`config.mk`:
```
export PLATFORM = sky130hd
export DESIGN_NAME = sound_recorder
export DESIGN_NICKNAME = d
export VERILOG_FILES = /design/src/rtl/sound_recorder_pkg.sv /design/src/rtl/sound_recorder_rec_addr_counter.sv /design/src/rtl/sound_recorder.sv
export SDC_FILE = /design/constraint.sdc
export NUM_CORES = 1
export LEC_CHECK = 0
export CAP_MARGIN = 15
export CORE_MARGIN = 2
export CORE_UTILIZATION = 35
export DETAILED_ROUTE_END_ITERATION = 10
export GPL_TIMING_DRIVEN = 1
export PLACE_DENSITY = 0.64
export SYNTH_ARGS = -nofsm -noshare
export SYNTH_HDL_FRONTEND = slang
export SYNTH_HIERARCHICAL = 1
export SYNTH_SLANG_ARGS = --single-unit
export TNS_END_PERCENT = 1
```
`constraint.sdc`:
```
create_clock -name clock -period 3.9 [get_ports clock]
set_input_delay 0.975 -clock clock [delete_from_list [all_inputs] [get_ports clock]]
set_output_delay 0.975 -clock clock [all_outputs]
set_load 0.01 [all_outputs]
```
`src/rtl/sound_recorder_pkg.sv`:
```
// Shared definitions for the sound recorder capture path.
// FSM state encoding and datapath width defaults shared with the player datapath.
package sound_recorder_pkg;

    localparam int IN_W_DEF     = 32;
    localparam int SAMPLE_W_DEF = 10;
    localparam int ADDR_W_DEF   = 20;
    localparam int DECIM_DEF    = 2;

    typedef enum logic [2:0] {
        S_IDLE  = 3'd0,
        S_START = 3'd1,
        S_WAIT  = 3'd2,
        S_WRITE = 3'd3,
        S_DONE  = 3'd4
    } rec_state_e;

endpackage

```
`src/rtl/sound_recorder_rec_addr_counter.sv`:
```
// Sample RAM address counter for a recording take.
// Loads zero and latches the last address on clear; increments; flags terminal count.
module rec_addr_counter #(
    parameter int ADDR_W = 20
) (
    input  logic              clk_i,
    input  logic              rst_ni,
    input  logic              clear_i,
    input  logic              inc_i,
    input  logic [ADDR_W-1:0] max_i,
    output logic [ADDR_W-1:0] addr_o,
    output logic              last_o
);

    logic [ADDR_W-1:0] addr_q, addr_d;
    logic [ADDR_W-1:0] max_q, max_d;

    assign last_o = (addr_q == max_q);
    assign addr_o = addr_q;

    // Next address: zero on clear, +1 unless already at the latched max.
    always_comb begin
        addr_d = addr_q;
        max_d  = max_q;
        if (clear_i) begin
            addr_d = '0;
            max_d  = max_i;
        end else if (inc_i && !last_o) begin
            addr_d = addr_q + 1'b1;
        end
    end

    // Address and latched-max registers.
    always_ff @(posedge clk_i or negedge rst_ni) begin
        if (!rst_ni) begin
            addr_q <= '0;
            max_q  <= '0;
        end else begin
            addr_q <= addr_d;
            max_q  <= max_d;
        end
    end

endmodule

```
`src/rtl/sound_recorder.sv`:
```
// Capture side of the audio path: codec input FIFO -> truncated samples -> sample RAM.
// Optional REC_DECIMATE_EN keeps one of every DECIM popped samples.
module sound_recorder
    import sound_recorder_pkg::*;
#(
    parameter int IN_W     = IN_W_DEF,
    parameter int SAMPLE_W = SAMPLE_W_DEF,
    parameter int ADDR_W   = ADDR_W_DEF,
    parameter int DECIM    = DECIM_DEF
) (
    input  logic                clock,
    input  logic                resetn,
    input  logic                record,
    input  logic [ADDR_W-1:0]   address_max,
    input  logic                audio_in_available,
    input  logic [IN_W-1:0]     audio_in,
    output logic                read_audio_in,
    output logic                clear_buffer,
    output logic [ADDR_W-1:0]   ram_address,
    output logic [SAMPLE_W-1:0] ram_data,
    output logic                ram_wren,
    output logic                recording,
    output logic                done,
    output logic [ADDR_W:0]     rec_length
);

    if (DECIM < 2 || DECIM > 16) begin : g_decim_range
        $error("DECIM must be in 2..16");
    end

    rec_state_e          state_q, state_d;
    logic                record_q;
    logic                rise;
    logic [SAMPLE_W-1:0] sample_q, sample_d;
    logic [ADDR_W:0]     len_q, len_d;
    logic                cnt_clr;
    logic                cnt_inc;
    logic                cnt_last;
    logic [ADDR_W-1:0]   addr;
    logic                unused_lsbs;

    assign unused_lsbs = ^audio_in[IN_W-SAMPLE_W-1:0];
    assign rise        = record && !record_q;
    assign ram_address = addr;
    assign ram_data    = sample_q;
    assign rec_length  = len_q;

    rec_addr_counter #(
        .ADDR_W (ADDR_W)
    ) u_cnt (
        .clk_i   (clock),
        .rst_ni  (resetn),
        .clear_i (cnt_clr),
        .inc_i   (cnt_inc),
        .max_i   (address_max),
        .addr_o  (addr),
        .last_o  (cnt_last)
    );

`ifdef REC_DECIMATE_EN
    logic [3:0] dec_q, dec_d;
    logic       keep;

    assign keep = (dec_q == 4'd0);

    // Mod-DECIM pop counter; only pops at count zero are written.
    always_ff @(posedge clock or negedge resetn) begin
        if (!resetn) begin
            dec_q <= '0;
        end else begin
            dec_q <= dec_d;
        end
    end
`else
    logic keep;

    assign keep = 1'b1;
`endif

    // State, record edge detector, sample and take-length registers.
    always_ff @(posedge clock or negedge resetn) begin
        if (!resetn) begin
            state_q  <= S_IDLE;
            record_q <= 1'b0;
            sample_q <= '0;
            len_q    <= '0;
        end else begin
            state_q  <= state_d;
            record_q <= record;
            sample_q <= sample_d;
            len_q    <= len_d;
        end
    end

    // Take sequencing: next state and one-cycle strobes.
    always_comb begin
        state_d       = state_q;
        sample_d      = sample_q;
        len_d         = len_q;
        cnt_clr       = 1'b0;
        cnt_inc       = 1'b0;
        read_audio_in = 1'b0;
        clear_buffer  = 1'b0;
        ram_wren      = 1'b0;
        recording     = 1'b0;
        done          = 1'b0;
`ifdef REC_DECIMATE_EN
        dec_d         = dec_q;
`endif
        unique case (state_q)
            S_IDLE: begin
                if (rise) begin
                    state_d = S_START;
                end
            end
            S_START: begin
                clear_buffer = 1'b1;
                recording    = 1'b1;
                cnt_clr      = 1'b1;
                len_d        = '0;
`ifdef REC_DECIMATE_EN
                dec_d        = '0;
`endif
                state_d      = S_WAIT;
            end
            S_WAIT: begin
                recording = 1'b1;
                if (!record) begin
                    state_d = S_DONE;
                end else if (audio_in_available) begin
                    read_audio_in = 1'b1;
                    sample_d      = audio_in[IN_W-1 -: SAMPLE_W];
`ifdef REC_DECIMATE_EN
                    dec_d = (dec_q == 4'(DECIM - 1)) ? 4'd0 : dec_q + 4'd1;
`endif
                    state_d = keep ? S_WRITE : S_WAIT;
                end
            end
            S_WRITE: begin
                recording = 1'b1;
                ram_wren  = 1'b1;
                len_d     = {1'b0, addr} + 1'b1;
                if (cnt_last) begin
                    state_d = S_DONE;
                end else begin
                    cnt_inc = 1'b1;
                    state_d = S_WAIT;
                end
            end
            S_DONE: begin
                done = 1'b1;
                if (!record) begin
                    state_d = S_IDLE;
                end
            end
            default: begin
                state_d = S_IDLE;
            end
        endcase
    end

endmodule
```
==> metrics.csv, run 1 <==
metric,value,unit
Fin. Hold Viols,0,
Synth Flop Type,dfrtp_1,
vias in the first global route,2986,
Synth Cell Area,3910,um^2
fill cell count,1034,
I/O Buffers,89,
WP data required,2.92,ns
num ports,112,
"Clk pin slew, worst setup/hold paths",0.08,ns
post-synthesis sequential area ratio,48.0,%
total grt overflow,0,
layout cells sized above 1,16.3,%
Initial DRC Count,150,
f_max,0.300,GHz
Critical Path Fanout Max,3,
worst rel slew slack,36.8,%
final setup fails,0,
unrepaired setup endpoints after global routing,no,
largest net degree at the start of global routing,76,
clk_lat worst skew,0.34,ns
Clock Tree Root,clkbuf_8,
die area,12000,um^2
Die Span Y,110,um
placed standard-cell area,4990,um^2
GP Congestion,0.765,
Cells after Synth,372,
Final Util,48.2,%
Overall Power,2650,uW
Initial Utilization,35.9,%
Async SR Flop Fraction,100,%
"Slew Viols, Final",0,
clk_skew,0.00978,ns
initial antenna violation count,0,
worst slew pin tran,0.947,ns
"commonest cells after routing, fill and taps aside","clkdlybuf4s50_1, dfrtp_1, mux2_2",
crit path DAT,2.36,ns
final wirelength,9130,um
DR vias,3071,
fin area,5250,um^2
Post-synth EDFFs,0,
"commonest non-fill, non-tap cell in the layout",clkdlybuf4s50_1,
minimum clock period,3.33,ns
Synth cell types,44,
CTS Buffer Depth,2,
Setup CP Type,input pin to output port,
row count,38,
clock sink count,75,
CTS tree,yes,
# Post-CTS Setup Buffers,0,
Initial DRT Pass Iterations,4,
Die W,110,um
synthesized flop and latch total,75,
H-Tree Depth,3,
first-pass GRT wire length,15200,um
Peak VDD IR,0.000216,V
Ys Warns,6,
PwrDens,504,nW/um^2
LEAKAGE,0.00214,uW
core region area,10900,um^2
syn avg cell area,10.5,um^2
CP endpoint kind,output port,
dpl cells,595,
CTS buffer count,9,
nets,524,
Mapped Nets,430,
CP startpoint kind,input pin,
Total Negative Setup Slacks,0,ns
ant diodes,0,
GRT Util Overall,16.3,%
CTS Hold Bufs,0,
part of the cycle the worst path needs,85.4,%
Antenna Nets Post-Route,0,
run status,finished clean,
Post-DP HPWL,6560,um
post-CTS resize count,0,
DR WL/cell,14.9,um
Via density,5.03,
"Area growth, synth to finish",34.1,%
DRC viols,0,
Non-Filler Instances,611,
Max-cap violations,0,
Hold Path Class,register to register,
==> power by group <==
group,switching [uW],leakage (uW),internal (uW)
clock,287,0.000133,477
sequential,138,0.000981,962
combinational,333,0.00102,449
total,758,0.00214,1890
==> cell families after synthesis <==
family,count (synthesis),synth area share [%]
simple gates,149,21.7
flops,75,48.0
mux,43,12.2
compound gates,41,6.78
xor+xnor,36,8.06
buf+inv,26,2.59
fa+ha+maj,2,0.639
==> area by class of cell <==
class,instances,area [um^2],share of cell area [%]
clock inverters,4,95.1,1.81
flip-flops and latches,75,1880,35.8
well taps,140,175,3.34
clock buffers,12,165,3.15
multi-input cells,271,1940,37.0
repair buffers,97,948,18.1
inverters,12,45.0,0.858
==> Yosys cell counts (3+ instances only) <==
cell,n,area share (%)
a21oi_1,11,1.4
nand4_1,12,1.9
and3_1,7,1.1
buf_2,3,0.38
mux2_2,37,11
a31o_2,5,1.1
and2_1,5,0.80
dfrtp_1,75,48
clkbuf_1,7,0.67
nor2_1,30,2.9
nand2_1,32,3.1
o31ai_1,4,0.77
nand2b_1,6,0.96
nor2b_1,10,1.6
buf_1,4,0.38
inv_1,12,1.2
nor3_1,7,0.90
nor4_1,4,0.64
nand3_1,17,2.2
xnor2_1,35,7.8
o21ai_0,11,1.4
and4_1,5,1.1
mux2i_1,5,1.3
==> worst max-delay path, cell delays in order <==
cell and delay, ns:
clkdlybuf4s50_1 0.49, nor2b_1 0.18, nand3_1 0.12, inv_1 0.07, clkdlybuf4s50_1 0.53
==> per-stage QoR <==
stage	hold slack [ns]	setup WS, ns
4_1_cts	0.488	0.562
2_1_floorplan	0.502	1.26
5_1_grt	0.503	0.488
3_5_place_dp	0.470	0.570
3_3_place_gp	0.455	0.566
6_report	0.482	0.569
==> routing by layer <==
| metal | vias to the layer above | track usage (%) | wire length, um |
|---|---|---|---|
| met4 | 0 | 6.24 | 122 |
| met2 | 77 | 25.6 | 4370 |
| li1 | 1506 | - | - |
| met1 | 1476 | 22.8 | 4180 |
| met5 | - | 0 | 0 |
| met3 | 12 | 2.37 | 458 |
==> sequential cells by signal (all words and copies together), names as in the netlist <==
signal,flops
rec_length,21
u_cnt/addr_o,20
u_cnt/max_q,20
ram_data,10
state_q,3
record_q,1
==> final timing paths <==
check                                            start                           to  slack (ns)  cells after the start
min in group asynchronous                       resetn    rec_length[7]$_DFFE_PN0P_        0.77                      1
min reg2reg                 rec_length[10]$_DFFE_PN0P_   rec_length[10]$_DFFE_PN0P_        0.48                      2
max in group asynchronous                       resetn  u_cnt/addr_o[9]$_DFFE_PN0P_        2.51                      1
max                                             record                read_audio_in        0.57                      5
max reg2reg                u_cnt/addr_o[7]$_DFFE_PN0P_  u_cnt/addr_o[7]$_DFFE_PN0P_        1.12                     10
min                         rec_length[10]$_DFFE_PN0P_   rec_length[10]$_DFFE_PN0P_        0.48                      2
Note: power is estimated with default switching activity, not from simulation.
==> inputs of run 2 (changes only) <==
--- a/config.mk
+++ b/config.mk
@@ -10,7 +10,8 @@
 export CORE_UTILIZATION = 35
 export DETAILED_ROUTE_END_ITERATION = 10
 export GPL_TIMING_DRIVEN = 1
-export PLACE_DENSITY = 0.64
+export MAX_ROUTING_LAYER = met4
+export PLACE_DENSITY_LB_ADDON = 0.1
 export SYNTH_ARGS = -nofsm -noshare
 export SYNTH_HDL_FRONTEND = slang
 export SYNTH_HIERARCHICAL = 1
==> run 2 against run 1 <==
  * Hold slack worse by 0.0080 ns
  * Utilization is 0.55 points lower
  * Power is 5.4% lower
  * Via count hardly changed
  * Die area stayed put
  * Sequential power hardly changed
  * Setup slack worse by 0.068 ns
  * Combinational power is 2% lower
  * Final area is 1.1% lower
  * Critical path type unchanged
  * Largest cell class unchanged
  * Largest power group unchanged
==> metrics.csv, run 2 (synthesized netlist as in run 1, its figures left out) <==
metric,value,unit,change
Overall Power,2500,uW,-5.4%
GP Congestion,0.755,,-1.3%
"commonest cells after routing, fill and taps aside","clkdlybuf4s50_1, dfrtp_1, mux2_2",,
f_max,0.294,GHz,-2.0%
clock sink count,75,,unchanged
CP endpoint kind,output port,,
critical path's largest stage delay,0.53,ns,about the same
"Slowest-stage cell, CP",clkdlybuf4s50_1,,
"Clk pin slew, worst setup/hold paths",0.08,ns,about the same
first-pass GRT wire length,16000,um,+5.2%
Peak VDD IR,0.000217,V,+0.57%
R2R setup slack,1.16,ns,+0.04 ns
largest net degree at the start of global routing,76,,unchanged
LEAKAGE,0.00211,uW,-1.4%
CTS tree,yes,,
Place WS,0.511,ns,-0.0586 ns
clk_skew,0.0108,ns,+0.000982 ns
Multi-input gate area,1940,um^2,unchanged
DRC viols,0,,unchanged
crit path DAT,2.42,ns,+0.06 ns
clk_lat worst skew,0.36,ns,+0.02 ns
final wirelength,9600,um,+5.2%
Clock Power Share,24.8,%,-4.1 points
"commonest non-fill, non-tap cell in the layout",clkdlybuf4s50_1,,
WP buf/inv,3,,unchanged
DR WL/cell,15.8,um,+5.6%
Final Util,47.6,%,-0.55 points
worst slew pin tran,0.953,ns,+0.00582 ns
Comb pwr share,30.7,%,+1.2 points
"delay-heaviest family, CP",buffers and inverters,,
unrepaired setup endpoints after global routing,no,,
DR vias,3072,,+0.033%
core region area,10900,um^2,unchanged
crit-path cells,clkdlybuf4s50_1 -> nor2b_1 -> nand3_1 -> inv_1 -> clkdlybuf4s50_1,,
initial antenna violation count,0,,unchanged
GRT Util Overall,18.2,%,+1.9 points
Initial DRC Count,158,,+5.3%
"Slew Viols, Final",0,,unchanged
Critical Path Fanout Max,3,,unchanged
num ports,112,,unchanged
die area,12000,um^2,unchanged
post-CTS resize count,0,,unchanged
Hold Slack,0.474,ns,-0.00801 ns
Die Span Y,110,um,unchanged
ant diodes,0,,unchanged
run status,finished clean,,
CTS Buffer Depth,2,,unchanged
part of the cycle the worst path needs,87.2,%,+1.7 points
# Post-CTS Setup Buffers,0,,unchanged
CTS Hold Bufs,0,,unchanged
Initial DRT Pass Iterations,4,,unchanged
Seq pwr share,44.4,%,+2.8 points
Pint,1750,uW,-7.4%
minimum clock period,3.40,ns,+0.0679 ns
total grt overflow,0,,unchanged
setup ws final,0.501,ns,-0.0679 ns
number of flip-flops in the largest register,21,,unchanged
row count,38,,unchanged
Via density,5.04,,+0.36%
H-Tree Depth,3,,unchanged
Setup CP Type,input pin to output port,,
layout cells sized above 1,16.0,%,-0.36 points
Hold Path Class,register to register,,
vias in the first global route,3004,,+0.60%
Fin. Hold Viols,0,,unchanged
Antenna Nets Post-Route,0,,unchanged
crit-path most repeated cell,clkdlybuf4s50_1,,
register area,1880,um^2,unchanged
worst rel slew slack,36.4,%,-0.39 points
I/O Buffers,89,,unchanged
Die W,110,um,unchanged
PwrDens,483,nW/um^2,-4.3%
fill cell count,1075,,+4.0%
Initial Utilization,35.9,%,unchanged
sw frac,30.2,%,+1.5 points
Net Sw Power,756,uW,-0.33%
Total Negative Setup Slacks,0,ns,unchanged
nets,524,,unchanged
Max-cap violations,0,,unchanged
CP startpoint kind,input pin,,
CTS buffer count,9,,unchanged
final setup fails,0,,unchanged
Clock Tree Root,clkbuf_8,,
WP data required,2.92,ns,about the same
"Area growth, synth to finish",32.6,%,
Post-DP HPWL,6720,um,+2.3%
-- run 2: final timing paths --
check	from	end	cells after the start
worst max register to register	u_cnt/addr_o[13]$_DFFE_PN0P_	u_cnt/addr_o[19]$_DFFE_PN0P_	10
worst min register to register	rec_length[1]$_DFFE_PN0P_	rec_length[1]$_DFFE_PN0P_	2
max in group asynchronous	resetn	ram_data[1]$_DFFE_PN0P_	1
worst max-delay path	record	read_audio_in	5
worst min-delay path	rec_length[1]$_DFFE_PN0P_	rec_length[1]$_DFFE_PN0P_	2
min in group asynchronous	resetn	rec_length[1]$_DFFE_PN0P_	1
-- run 2: cell type report --
cell class              count  share of cell area, %
inverters                  12                  0.868
repair buffers             97                   18.3
well taps                 140                   3.38
clock buffers              12                   3.18
clock inverters             2                  0.675
flip-flops and latches     75                   36.2
multi-input cells         271                   37.4
-- run 2: through the flow --
step,cells,cell area (um^2)
5_1_grt,609,5190
6_report,609,5190
4_1_cts,609,5190
3_3_place_gp,595,4990
2_1_floorplan,372,3910
3_5_place_dp,595,4990
-- run 2: worst reg2reg max path: cells and delay by family, from the launching register on --
kind            cells  cell delay, ns
compound gates      1            0.06
buf+inv             2            0.29
flops               1            0.71
mux                 1            0.31
xor+xnor            1            0.18
simple gates        5            1.07
-- run 2: power groups by stage --
| stage | logic, uW | registers (uW) | clock network [uW] |
|---|---|---|---|
| floorplan | 459 | 1120 | 0 |
| global placement | 772 | 1130 | 0 |
| detailed placement | 780 | 1130 | 0 |
| CTS | 783 | 1120 | 643 |
| global route | 847 | 1150 | 686 |
| finish | 770 | 1110 | 622 |
-- run 2: metal layers --
metal	up-vias	share of wire, %	track usage [%]
met5	-	0	-
met4	0	1.5	6.60
met3	10	4.5	3.68
met2	72	46	26.3
met1	1492	48	25.2
li1	1498	-	-
==> inputs of run 3 (changes only) <==
--- a/config.mk
+++ b/config.mk
@@ -6,6 +6,7 @@
 export NUM_CORES = 1
 export LEC_CHECK = 0
 export CAP_MARGIN = 15
+export CORE_ASPECT_RATIO = 1.5
 export CORE_MARGIN = 2
 export CORE_UTILIZATION = 35
 export DETAILED_ROUTE_END_ITERATION = 10
@@ -14,6 +15,5 @@
 export PLACE_DENSITY_LB_ADDON = 0.1
 export SYNTH_ARGS = -nofsm -noshare
 export SYNTH_HDL_FRONTEND = slang
-export SYNTH_HIERARCHICAL = 1
 export SYNTH_SLANG_ARGS = --single-unit
 export TNS_END_PERCENT = 1
==> run 3 against run 2 <==
  * Count of clock-buffer cells in the layout increased by 2
  * Sequential power about the same
  * Setup slack improved by 0.065 ns
  * Clock skew decreased by 0.0041 ns
  * Global-route usage increased by 0.85 points
  * Largest cell class unchanged
  * Critical endpoint unchanged
==> metrics.csv, run 3 <==
metric,value,unit,change
Initial DRT Pass Iterations,4,,unchanged
Synth top area share,46.9,%,-1.1 points
compound-gate portion of the synthesized area,15.8,%,+9.1 points
Fin. Hold Viols,0,,unchanged
Mapped Nets,468,,+8.8%
number of flip-flops in the largest register,21,,unchanged
GP Congestion,0.807,,+6.9%
Via density,5.31,,+5.3%
vias in the first global route,3481,,+16%
post-synthesis sequential area ratio,46.9,%,-1.1 points
WP data required,2.92,ns,about the same
Antenna Nets Post-Route,0,,unchanged
Synth Area in Simple Gates,17.1,%,-4.6 points
unrepaired setup endpoints after global routing,no,,
worst slew pin tran,0.968,ns,+0.0149 ns
clock sink count,75,,unchanged
total grt overflow,0,,unchanged
Max-cap violations,0,,unchanged
critical path's largest stage delay,0.57,ns,+0.04 ns
run status,finished clean,,
post-CTS resize count,0,,unchanged
CTS buffer count,9,,unchanged
Hold Path Class,register to register,,
CTS Buffer Depth,2,,unchanged
largest family of logic cells by synthesized area,simple AND/OR/NAND/NOR gates,,
core region area,11100,um^2,+2.1%
Async SR Flop Fraction,100,%,unchanged
most instantiated cells after synthesis,"dfrtp_1, nand2_1, a21oi_1, o21ai_0, xor2_1",,
"Slew Viols, Final",0,,unchanged
initial antenna violation count,0,,unchanged
"area leader, netlist",dfrtp_1,,
Area contributors post-synth,"dfrtp_1, nand2_1, xor2_1",,
"commonest cells after routing, fill and taps aside","clkdlybuf4s50_1, dfrtp_1, nand2_1",,
CP endpoint kind,output port,,
final setup fails,0,,unchanged
f_max,0.300,GHz,+2.0%
Ys Warns,0,,-6
final wirelength,10800,um,+13%
I/O Buffers,89,,unchanged
part of the cycle the worst path needs,85.5,%,-1.7 points
Initial DRC Count,208,,+32%
nets,542,,+3.4%
crit-path most repeated cell,clkdlybuf4s50_1,,
Post-synth EDFFs,0,,unchanged
clk_skew,0.00665,ns,-0.00411 ns
crit path DAT,2.36,ns,-0.06 ns
row count,47,,+24%
Synth Area in Adders,0.313,%,-0.33 points
"Slowest-stage cell, CP",clkdlybuf4s50_1,,
"Clk pin slew, worst setup/hold paths",0.05,ns,-0.03 ns
first-pass GRT wire length,18000,um,+13%
post-synthesis xor/xnor area fraction,8.10,%,+0.037 points
Synth cell types,50,,+14%
worst hold path depth,2,,unchanged
crit-path cells,clkdlybuf4s50_1 -> nand4_1 -> inv_1 -> clkdlybuf4s50_1,,
Initial Utilization,36.0,%,+0.078 points
synthesized flop and latch total,75,,unchanged
CP startpoint kind,input pin,,
clk_lat worst skew,0.33,ns,-0.03 ns
Critical Path Fanout Max,6,,+3
Synth Flop Type,dfrtp_1,,
Clock Tree Root,clkbuf_16,,
Setup CP Type,input pin to output port,,
Die Span Y,135,um,+23%
Die W,91.3,um,-17%
Overall Power,2820,uW,+13%
DRC viols,0,,unchanged
CTS Hold Bufs,0,,unchanged
ant diodes,0,,unchanged
LEAKAGE,0.00209,uW,-0.74%
Synth Cell Area,4000,um^2,+2.3%
Post-DP HPWL,7750,um,+15%
"Area growth, synth to finish",31.1,%,
DR WL/cell,17.0,um,+7.8%
die area,12300,um^2,+2.4%
layout cells sized above 1,9.80,%,-6.2 points
Peak VDD IR,0.000275,V,+27%
# Post-CTS Setup Buffers,0,,unchanged
num ports,112,,unchanged
DR vias,3384,,+10%
Cells after Synth,411,,+10%
largest net degree at the start of global routing,76,,unchanged
mux share of post-synthesis cell area,5.63,%,-6.6 points
CTS tree,yes,,
Total Negative Setup Slacks,0,ns,unchanged
worst rel slew slack,35.5,%,-0.99 points
H-Tree Depth,3,,unchanged
PwrDens,538,nW/um^2,+11%
most common cell in the netlist,dfrtp_1,,
minimum clock period,3.33,ns,-0.0653 ns
"commonest non-fill, non-tap cell in the layout",clkdlybuf4s50_1,,
R2R depth,6,,-4
GRT Util Overall,19.0,%,+0.85 points
syn avg cell area,9.74,um^2,-7.4%
[run 3: kinds of logic after synthesis]
| group | count (synthesis) |
|---|---|
| simple gates | 131 |
| compound gates | 95 |
| flops | 75 |
| buf+inv | 52 |
| xor+xnor | 37 |
| mux | 20 |
| fa+ha+maj | 1 |
[run 3: routing by layer]
metal / vias up / part of all wire (%) / global-route usage, %
met5: - / 0 / -
met4: 0 / 3.2 / 8.92
met3: 22 / 3.9 / 3.46
met2: 108 / 50 / 30.2
met1: 1646 / 43 / 23.5
li1: 1608 / - / -
[run 3: final timing paths]
check / to / startpoint / slack (ns)
min: rec_length[10]$_DFFE_PN0P_ / rec_length[10]$_DFFE_PN0P_ / 0.47
min in group asynchronous: rec_length[13]$_DFFE_PN0P_ / resetn / 0.78
max: read_audio_in / record / 0.57
max reg2reg: u_cnt.addr_o[16]$_DFFE_PN0P_ / u_cnt.addr_o[0]$_DFFE_PN0P_ / 1.35
min reg2reg: rec_length[10]$_DFFE_PN0P_ / rec_length[10]$_DFFE_PN0P_ / 0.47
max in group asynchronous: u_cnt.max_q[0]$_DFFE_PN0P_ / resetn / 2.47
[run 3: through the flow]
stage | cell area (um^2) | std cells | setup slack (ns) | hold WS (ns) | utilization (%)
3_3_place_gp | 4960 | 621 | 0.557 | 0.462 | 44.6
3_5_place_dp | 4960 | 621 | 0.568 | 0.466 | 44.6
4_1_cts | 5250 | 637 | 0.559 | 0.478 | 47.2
6_report | 5250 | 637 | 0.566 | 0.470 | 47.2
2_1_floorplan | 4000 | 411 | 1.46 | 0.478 | -
5_1_grt | 5250 | 637 | 0.473 | 0.486 | 47.2
[run 3: critical path, delay by kind of cell]
family / cells / cell delay [ns]
buf+inv: 3 / 1.24
simple gates: 1 / 0.15
[run 3: layout make-up]
class	count	area [um^2]
Fill cell	1037	5870
Multi-Input combinational cell	284	1890
Sequential cell	75	1880
Timing Repair Buffer	96	941
Clock buffer	14	254
Tap cell	147	184
Inverter	19	71.3
Clock inverter	2	35.0
[run 3: power by group]
part	internal, uW	total (uW)	switching [uW]
Combinational	427	876	448
Clock	513	819	306
Sequential	970	1130	157
Total	1910	2820	912
==> RTL edit: new RTL, flow settings as in run 2 <==
Encoding of `rec_state_e`: now one-hot (5 bits for 5 states).
--- a/src/rtl/sound_recorder_pkg.sv
+++ b/src/rtl/sound_recorder_pkg.sv
@@ -8,10 +8,10 @@
     localparam int DECIM_DEF    = 2;
 
-    typedef enum logic [2:0] {
-        S_IDLE  = 3'd0,
-        S_START = 3'd1,
-        S_WAIT  = 3'd2,
-        S_WRITE = 3'd3,
-        S_DONE  = 3'd4
+    typedef enum logic [4:0] {
+        S_IDLE  = 5'b00001,
+        S_START = 5'b00010,
+        S_WAIT  = 5'b00100,
+        S_WRITE = 5'b01000,
+        S_DONE  = 5'b10000
     } rec_state_e;
 
Behaviour: same outputs for any inputs over 10 cycles, from zero or initial values and one cycle with resetn low; not proved beyond that.
==> RTL edit against run 2 <==
Worst setup slack improved by 0.16 ns. Sequential cell count increased by 2. Register-to-register slack improved by 0.07 ns. Routed wire length increased by 0.12%. Synthesized area increased by 2.4%. Count of clock-buffer cells in the layout decreased by 3. Critical path type unchanged. Largest cell class unchanged. Cell area increased by 6.3%.
Power is not compared: it rests on default switching activity, and its combinational part moved more than twofold at a synthesized area within 25%.
==> RTL edit: results (changes against run 2) <==
- Hold Worst Slack: 0.480 ns (+0.00606 ns)
- # clock sinks: 77 (+2.7%)
- Critical path's slowest cell: sky130_fd_sc_hd__clkdlybuf4s50_1
- Number of distinct standard cells referenced by the synthesized netlist: 48 (+9.1%)
- Post-placement setup slack: 0.644 ns (+0.133 ns)
- Layout cell share with drive strength beyond 1: 0.174 (+0.0145)
- Area used by multi-input combinational logic: 1970 um^2 (+1.5%)
- WL final: 9610 um (+0.12%)
- Met2 Routed Length: 4560 um (+2.2%)
- Met3 WL: 322 um (-25%)
- Relative slew margins: 0.352 (-0.0126)
- Result of the run: finished, final reports clean
- Biggest area contributors in the synthesized netlist: sky130_fd_sc_hd__dfrtp_1 (47%), sky130_fd_sc_hd__xnor2_1 (8.3%), sky130_fd_sc_hd__mux2_2 (7.6%), sky130_fd_sc_hd__mux2_4 (3.0%), sky130_fd_sc_hd__nand2_1 (2.5%)
- Root buf cell: sky130_fd_sc_hd__clkbuf_16
- Vias in the first global route: 2995 (-0.30%)
- Share of synthesized cell area in full adder, half adder and majority cells: 0.00625 (-0.000148)
- Share of cell area taken by multi-input logic gates: 0.357 (-0.0170)
- Peak per-stage delay on the critical path: 0.60 ns (+0.07 ns)
- Post-Layout Cell Count: 619 (+1.6%)
- Crit path max fanout: 7 (+4)
- Fill cell instance count of the final layout: 1046 (-2.7%)
- Met3 track demand over resource in global routing: 0.0262 (-0.0105)
- Area post-placement: 5100 um^2 (+2.4%)
- Detailed Route Iter0 Violations: 131 (-17%)
- Sequential cell area fraction in the yosys report: 0.481 (+0.00172)
- First-pass GRT wire length: 15900 um (-0.52%)
- Worst EP arrival: 2.27 ns (-0.15 ns)
- Compound-cell area share of the yosys netlist: 0.0672 (-0.000630)
- Insertion delay of the later-clocked pin in the worst-skew pair: 0.34 ns (-0.02 ns)
- Worst setup skew after layout: 0.00713 ns (-0.00363 ns)
- Mean instance size in the synthesized netlist: 10.8 um^2 (+2.4%)
- R2R setup slack: 1.23 ns (+0.07 ns)
- Final setup slack of the worst path: 0.656 ns (+0.155 ns)
- Sequential cell area share: 0.350 (-0.0122)
- Met1 wire length: 4540 um (-0.46%)
- Buffers excl. clock: 101 (+4.1%)
- Clock transition at the registers of the reported paths: 0.06 ns (-0.02 ns)
- Hold-critical path endpoint: rec_length[7]
- Met2 Usage GRT: 0.261 (-0.00185)
- Final HPWL from detailed placement: 6730 um (+0.16%)
- Proportion of synthesized area in mux cells: 0.124 (+0.00217)
- Area fraction of clock buffers and clock inverters: 0.0744 (+0.0358)
- Number of signal-net inverters in the final layout: 13 (+1)
- Hold path startpoint: rec_length[7]
-- RTL edit: cell count changes after synthesis, sizes merged, moves of 4 or more --
| cell | run 2 | this run |
|---|---|---|
| nand2 | 32 | 27 |
| nand2b | 6 | 2 |
| nand3 | 18 | 14 |
| nor2 | 30 | 26 |
| o21ai | 11 | 18 |
| o31ai | 4 | 0 |
-- RTL edit: cell families (layout without fill, tap and decap cells) --
| logic type | count (synthesis) | in the layout |
|---|---|---|
| and+or+nand+nor | 142 | 142 |
| DFF | 77 | 77 |
| AOI/OAI and AO/OA | 43 | 43 |
| muxes | 42 | 42 |
| xor gates and xnor gates | 40 | 40 |
| buffers and inverters | 26 | 130 |
| adders and majority gates | 2 | 2 |
-- RTL edit: power breakdown --
part	total (mW)	leakage [nW]	switching, mW	internal [mW]
registers	0.969	1.03	0.0677	0.901
clock network	1.14	0.200	0.323	0.818
logic	0.291	1.11	0.104	0.187
